### src/rtl/rgmii_tx_if_pkg.sv
// Shared constants and helpers for the RGMII transmit interface.
package rgmii_tx_if_pkg;

  localparam logic [1:0] SPEED_10   = 2'b00;
  localparam logic [1:0] SPEED_100  = 2'b01;
  localparam logic [1:0] SPEED_1000 = 2'b10;

  // Period counter lengths, in clk cycles, for one nibble period.
  localparam int unsigned CNT_LIMIT_100 = 5;
  localparam int unsigned CNT_LIMIT_10  = 50;
  localparam int unsigned CNT_W         = 6;

  // Values presented to the output DDR cells for one clk cycle.
  typedef struct packed {
    logic [3:0] txd_d1;
    logic [3:0] txd_d2;
    logic       ctl_d1;
    logic       ctl_d2;
    logic       clk_d1;
    logic       clk_d2;
  } pin_stage_t;

  // 2'b10 and 2'b11 both select gigabit.
  function automatic logic is_gig(input logic [1:0] spd);
    return spd >= SPEED_1000;
  endfunction

  function automatic logic [CNT_W-1:0] cnt_last(input logic [1:0] spd);
    return (spd == SPEED_100) ? CNT_W'(CNT_LIMIT_100 - 1) : CNT_W'(CNT_LIMIT_10 - 1);
  endfunction

  // {d1, d2} of the forwarded clock at a given count; 100M splits count 2 across the halves.
  function automatic logic [1:0] slow_clk(input logic [1:0] spd, input logic [CNT_W-1:0] cnt);
    if (spd == SPEED_100) begin
      if (cnt < CNT_W'(2)) return 2'b11;
      if (cnt == CNT_W'(2)) return 2'b10;
      return 2'b00;
    end
    return (cnt < CNT_W'(CNT_LIMIT_10 / 2)) ? 2'b11 : 2'b00;
  endfunction

endpackage

### src/rtl/rgmii_tx_if_oddr.sv
// Output DDR cell: d1/d2 registered on posedge, q shows d1 while clk is high and d2 while low.
module rgmii_tx_if_oddr #(
  parameter string       PLATFORM = "SIM",
  parameter int unsigned WIDTH    = 1
) (
  input  logic             clk,
  input  logic [WIDTH-1:0] d1,
  input  logic [WIDTH-1:0] d2,
  output logic [WIDTH-1:0] q
);

  // Only the behavioural model exists; other targets need a vendor primitive here.
  if (PLATFORM != "SIM" && PLATFORM != "GENERIC") begin : g_unsupported
    $error("rgmii_tx_if_oddr: unsupported PLATFORM %s", PLATFORM);
  end

  logic [WIDTH-1:0] d1_q;
  logic [WIDTH-1:0] d2_q;

  // Capture both halves together on the rising edge.
  always_ff @(posedge clk) begin
    d1_q <= d1;
    d2_q <= d2;
  end

  // Half-cycle output selection by the clock level.
  always_comb begin
    q = clk ? d1_q : d2_q;
  end

endmodule

### src/rtl/rgmii_tx_if.sv
// GMII to RGMII transmit adapter for 10/100/1000 with byte-accept strobe towards the MAC.
module rgmii_tx_if #(
  parameter string PLATFORM = "SIM"
) (
  input  logic       clk,
  input  logic       rst,
  input  logic [7:0] gmii_txd,
  input  logic       gmii_tx_en,
  input  logic       gmii_tx_er,
  input  logic [1:0] speed,
  output logic       gmii_tx_clk_en,
  output logic       rgmii_tx_clk,
  output logic [3:0] rgmii_txd,
  output logic       rgmii_tx_ctl
);
  import rgmii_tx_if_pkg::*;

  logic [CNT_W-1:0] cnt_q, cnt_d;
  logic             phase_q, phase_d;
  logic [1:0]       speed_q, speed_d;
  logic [7:0]       byte_q, byte_d;
  logic             en_q, en_d, er_q, er_d;
  pin_stage_t       stage_q, stage_d;

  logic             accept;
  logic [1:0]       eff_speed;
  logic [7:0]       sel_byte;
  logic             sel_en, sel_er;
  logic [3:0]       nib;

  // Accept strobe, speed selection and next-state for counter, latched byte and pin stage.
  always_comb begin
    // Gigabit accepts every cycle; 10/100 only at the start of the low-nibble period.
    accept    = !rst && (is_gig(speed_q) || (cnt_q == '0 && !phase_q));
    // A new speed is honoured only on the cycle that accepts a byte.
    eff_speed = accept ? speed : speed_q;
    sel_byte  = accept ? gmii_txd : byte_q;
    sel_en    = accept ? gmii_tx_en : en_q;
    sel_er    = accept ? gmii_tx_er : er_q;
    nib       = phase_q ? sel_byte[7:4] : sel_byte[3:0];

    cnt_d   = cnt_q;
    phase_d = phase_q;
    speed_d = speed_q;
    byte_d  = byte_q;
    en_d    = en_q;
    er_d    = er_q;
    stage_d = stage_q;

    if (accept) begin
      byte_d  = gmii_txd;
      en_d    = gmii_tx_en;
      er_d    = gmii_tx_er;
      speed_d = speed;
      phase_d = 1'b0;
      // This cycle is count 0; gigabit parks the counter there.
      cnt_d   = is_gig(speed) ? '0 : CNT_W'(1);
    end else if (cnt_q == cnt_last(speed_q)) begin
      cnt_d   = '0;
      phase_d = !phase_q;
    end else begin
      cnt_d   = cnt_q + 1'b1;
    end

    if (is_gig(eff_speed)) begin
      stage_d.txd_d1 = sel_byte[3:0];
      stage_d.txd_d2 = sel_byte[7:4];
      stage_d.ctl_d1 = sel_en;
      stage_d.ctl_d2 = sel_en ^ sel_er;
      stage_d.clk_d1 = 1'b1;
      stage_d.clk_d2 = 1'b0;
    end else begin
      {stage_d.clk_d1, stage_d.clk_d2} = slow_clk(eff_speed, cnt_q);
      // SDR data: the nibble and control only move at the start of a nibble period.
      if (cnt_q == '0) begin
        stage_d.txd_d1 = nib;
        stage_d.txd_d2 = nib;
        stage_d.ctl_d1 = sel_en;
        stage_d.ctl_d2 = sel_en ^ sel_er;
      end
    end
  end

  // State registers with synchronous reset.
  always_ff @(posedge clk) begin
    if (rst) begin
      cnt_q   <= '0;
      phase_q <= 1'b0;
      speed_q <= SPEED_10;
      byte_q  <= '0;
      en_q    <= 1'b0;
      er_q    <= 1'b0;
      stage_q <= '0;
    end else begin
      cnt_q   <= cnt_d;
      phase_q <= phase_d;
      speed_q <= speed_d;
      byte_q  <= byte_d;
      en_q    <= en_d;
      er_q    <= er_d;
      stage_q <= stage_d;
    end
  end

  assign gmii_tx_clk_en = accept;

  // Forcing the DDR inputs low during reset aborts any byte in flight at the next edge.
  rgmii_tx_if_oddr #(.PLATFORM(PLATFORM), .WIDTH(4)) u_oddr_txd (
    .clk (clk),
    .d1  (rst ? 4'h0 : stage_q.txd_d1),
    .d2  (rst ? 4'h0 : stage_q.txd_d2),
    .q   (rgmii_txd)
  );

  rgmii_tx_if_oddr #(.PLATFORM(PLATFORM), .WIDTH(1)) u_oddr_ctl (
    .clk (clk),
    .d1  (!rst && stage_q.ctl_d1),
    .d2  (!rst && stage_q.ctl_d2),
    .q   (rgmii_tx_ctl)
  );

  rgmii_tx_if_oddr #(.PLATFORM(PLATFORM), .WIDTH(1)) u_oddr_clk (
    .clk (clk),
    .d1  (!rst && stage_q.clk_d1),
    .d2  (!rst && stage_q.clk_d2),
    .q   (rgmii_tx_clk)
  );

endmodule
### config.mk
export PLATFORM = sky130hd
export DESIGN_NAME = rgmii_tx_if
export DESIGN_NICKNAME = d
export VERILOG_FILES = /design/src/rtl/rgmii_tx_if_pkg.sv /design/src/rtl/rgmii_tx_if_oddr.sv /design/src/rtl/rgmii_tx_if.sv
export SDC_FILE = /design/constraint.sdc
export NUM_CORES = 1
export LEC_CHECK = 0
export CORE_ASPECT_RATIO = 0.8
export CORE_UTILIZATION = 40
export CTS_CLUSTER_DIAMETER = 30
export CTS_CLUSTER_SIZE = 40
export DETAILED_ROUTE_END_ITERATION = 10
export DONT_BUFFER_PORTS = 1
export PLACE_DENSITY = 0.61
export SKIP_CTS_REPAIR_TIMING = 1
export SYNTH_ARGS = -nofsm -noshare
export SYNTH_HDL_FRONTEND = slang
export SYNTH_HIERARCHICAL = 1
export SYNTH_SLANG_ARGS = --single-unit
### constraint.sdc
create_clock -name clk -period 2.1 [get_ports clk]
set_input_delay 0.21 -clock clk [delete_from_list [all_inputs] [get_ports clk]]
set_output_delay 0.21 -clock clk [all_outputs]
set_load 0.05 [all_outputs]
==> metrics.txt <==
# diodes 0; distinct cell type count of the synthesized netlist 42; pwr dens roughly 950 nW/um2; Gate power share 11.8%; area of the multi-input gates 978 um2; TritonCTS clock tree yes; largest net degree at the start of global routing 29; Yosys top cell by area dfxtp_1; worst-path fanout max 7; max-slew violations 0; num ports 21; RSZ-0062 raised after global routing false; WL per Instance roughly 14 um; Worst Path Buf+Inv 2; antenna violations before repair 0; Setup-failing EPs final 0; maximum vdd drop 0.578 mV; FP Rows 21; CP Class flip-flop to primary output; reg-to-reg setup timing slack 0.16 ns; PortBufs 0; FF/Latch Area 782 um2; final core occ 49.8%; detailed-route via count 1,423; Mapped Cells 198; die area 4890 um2; number of global-route vias before repair 1,345; Mapped Area 1840 um2; worst hold slack -0.0314 ns; yosys warns 6; Fillers 413; vias per inst 5.25; Nets 230; most frequent cells in the layout 38 x dfxtp_1, 19 x nand2_1, 16 x nor2b_1; Synthesized Nets 216; Critical Path Sink Type primary output; HPWL after DPL 2490 um; first-pass GRT wire length 6190 um; Crit path max-delay family flip-flops; Hold Crit Class input pin to flip-flop; Final ANT Viol Nets 0; Async S/R FF share, synth 0%; most common cell after layout, fill and taps aside dfxtp_1; final wirelength 3830 um; gpl congestion 0.864; startpoint types flip-flop; minimum clock period approximately 2 ns; synthesized flop and latch total 39; Synth area leaders dfxtp_1 42%, mux2i_1 5.4%, nor2b_1 5.4%; WP data required between 1.5 and 2 ns; share of the synthesized area in the top cell type a little over two fifths; Slew @ Worst Pin 0.813 ns; slew margin rel. 45.6%; Layout area overhead 16.3%; DR iter-0 viols 62; violated checks hold timing; maxcap violations 0; clock skew 0.00154 ns; Max stage delay on crit path between 0.4 and 0.5 ns; Period Utilization, post-route between 90% and 100%; Clk pin slew, worst setup/hold paths 0.07 ns; Cell Chain, Critical Path inv_1 -> ha_1 -> a31oi_2 -> inv_2; Pint 1410 uW; Residual DRC 0; Starting Density 42.8%; Remaining Overflow, GRT 0; Clk pwr share a little under half; setup TNS 0 ns; chip height roughly 63 um; Sw Ratio a little under a third; Lkg Pwr 0.000844 uW; Critical Path AT 1.79 ns; register area share after synthesis 42.3%; number of synthesized flops with an enable pin 0; Total GRT Usage 17.0%; slowest CP cell dfxtp_1; Flop pwr share between 40 and 50%; status finished with violations; Hold Fails Final Rpt 1; ratio of cells with drive above 1 in the final layout between 15 and 20%; Switching Power 632 uW; die width 77.9 um; Core Area 4310 um2; Avg Inst Size Synth 9.31 um2; FMAX about 500 MHz; Synth Flop Type dfxtp_1; later-pin clock latency in the skew report 0.39 ns; drt first pass iters 4
-- kinds of logic after synthesis --
group | Yosys count | share of synthesized area (%)
AO/OA/AOI/OAI | 30 | 12.6
multiplexers | 16 | 9.50
AND/OR/NAND/NOR | 84 | 25.0
buffers and inverters | 19 | 4.95
XOR/XNOR | 6 | 2.85
flip-flops | 39 | 42.3
adder cells (fa/ha/maj) | 4 | 2.71
-- area by class of cell --
type | count | area share (%)
clock inverters | 2 | 0.583
multi-input cells | 140 | 45.6
repair buffers | 13 | 5.83
clock buffers | 11 | 6.59
inverters | 9 | 1.58
well taps | 57 | 3.33
flip-flops and latches | 39 | 36.5
-- Yosys cell counts (2+ instances only) --
| cell | number |
|---|---|
| dfxtp_1 | 39 |
| nand2_1 | 19 |
| nor2b_1 | 16 |
| nor2_1 | 15 |
| nand3_1 | 14 |
| mux2i_1 | 10 |
| inv_1 | 9 |
| a21oi_1 | 7 |
| o21ai_0 | 7 |
| nand2b_1 | 6 |
| and2_1 | 5 |
| buf_2 | 4 |
| ha_1 | 4 |
| mux2_2 | 4 |
| xor2_1 | 4 |
| clkbuf_1 | 3 |
| a31oi_1 | 2 |
| buf_6 | 2 |
| mux2_4 | 2 |
| nor4b_1 | 2 |
| o31ai_1 | 2 |
| xnor2_1 | 2 |
-- power by group through the flow --
stage	Combinational [uW]	Clock (uW)	Sequential, uW
finish	242	970	833
global placement	209	187	847
CTS	217	1010	832
floorplan	193	187	835
global route	267	1060	839
detailed placement	215	187	849
-- path summary, 6_finish.rpt --
path,start,end,cells after the start
worst min-delay path,gmii_txd[7],byte_q[7],2
worst min register to register,stage_q[1],u_oddr_clk/d1_q,1
worst max register to register,cnt_q[0],stage_q[1],6
worst max-delay path,cnt_q[0],gmii_tx_clk_en,4
-- worst reg2reg max path, delay by kind of cell, from the launching register on --
kind            cells  cell delay (ns)
flops               1             0.37
buf+inv             1             0.12
simple gates        1             0.29
compound gates      3             0.63
fa+ha+maj           1             0.38
-- per-stage QoR --
stage	instances	power (uW)	hold slack [ns]	cell area (um2)	setup WS, ns
2_1_floorplan	198	1220	0.319	1840	0.342
3_3_place_gp	246	1240	0.279	1870	0.265
3_5_place_dp	246	1250	0.285	1870	0.216
4_1_cts	259	2060	-0.137	2020	-0.208
5_1_grt	271	2160	0.00276	2140	0.00819
6_report	271	2050	-0.0314	2140	0.0981
-- flip-flops by register name, indices dropped and copies added (netlist names), 2 cells and up --
signal / count
u_oddr_txd/d1_q: 4
stage_q: 12
u_oddr_txd/d2_q: 4
byte_q: 4
cnt_q: 6
speed_q: 2
-- routing by layer --
metal / global-route usage (%) / up-vias / routed length (um)
met5: 0 / - / 0
li1: - / 706 / -
met3: 10.4 / 11 / 331
met1: 19.6 / 657 / 1740
met4: 11.1 / 0 / 87
met2: 23.6 / 49 / 1670
Power figures use the tool's default switching activity.
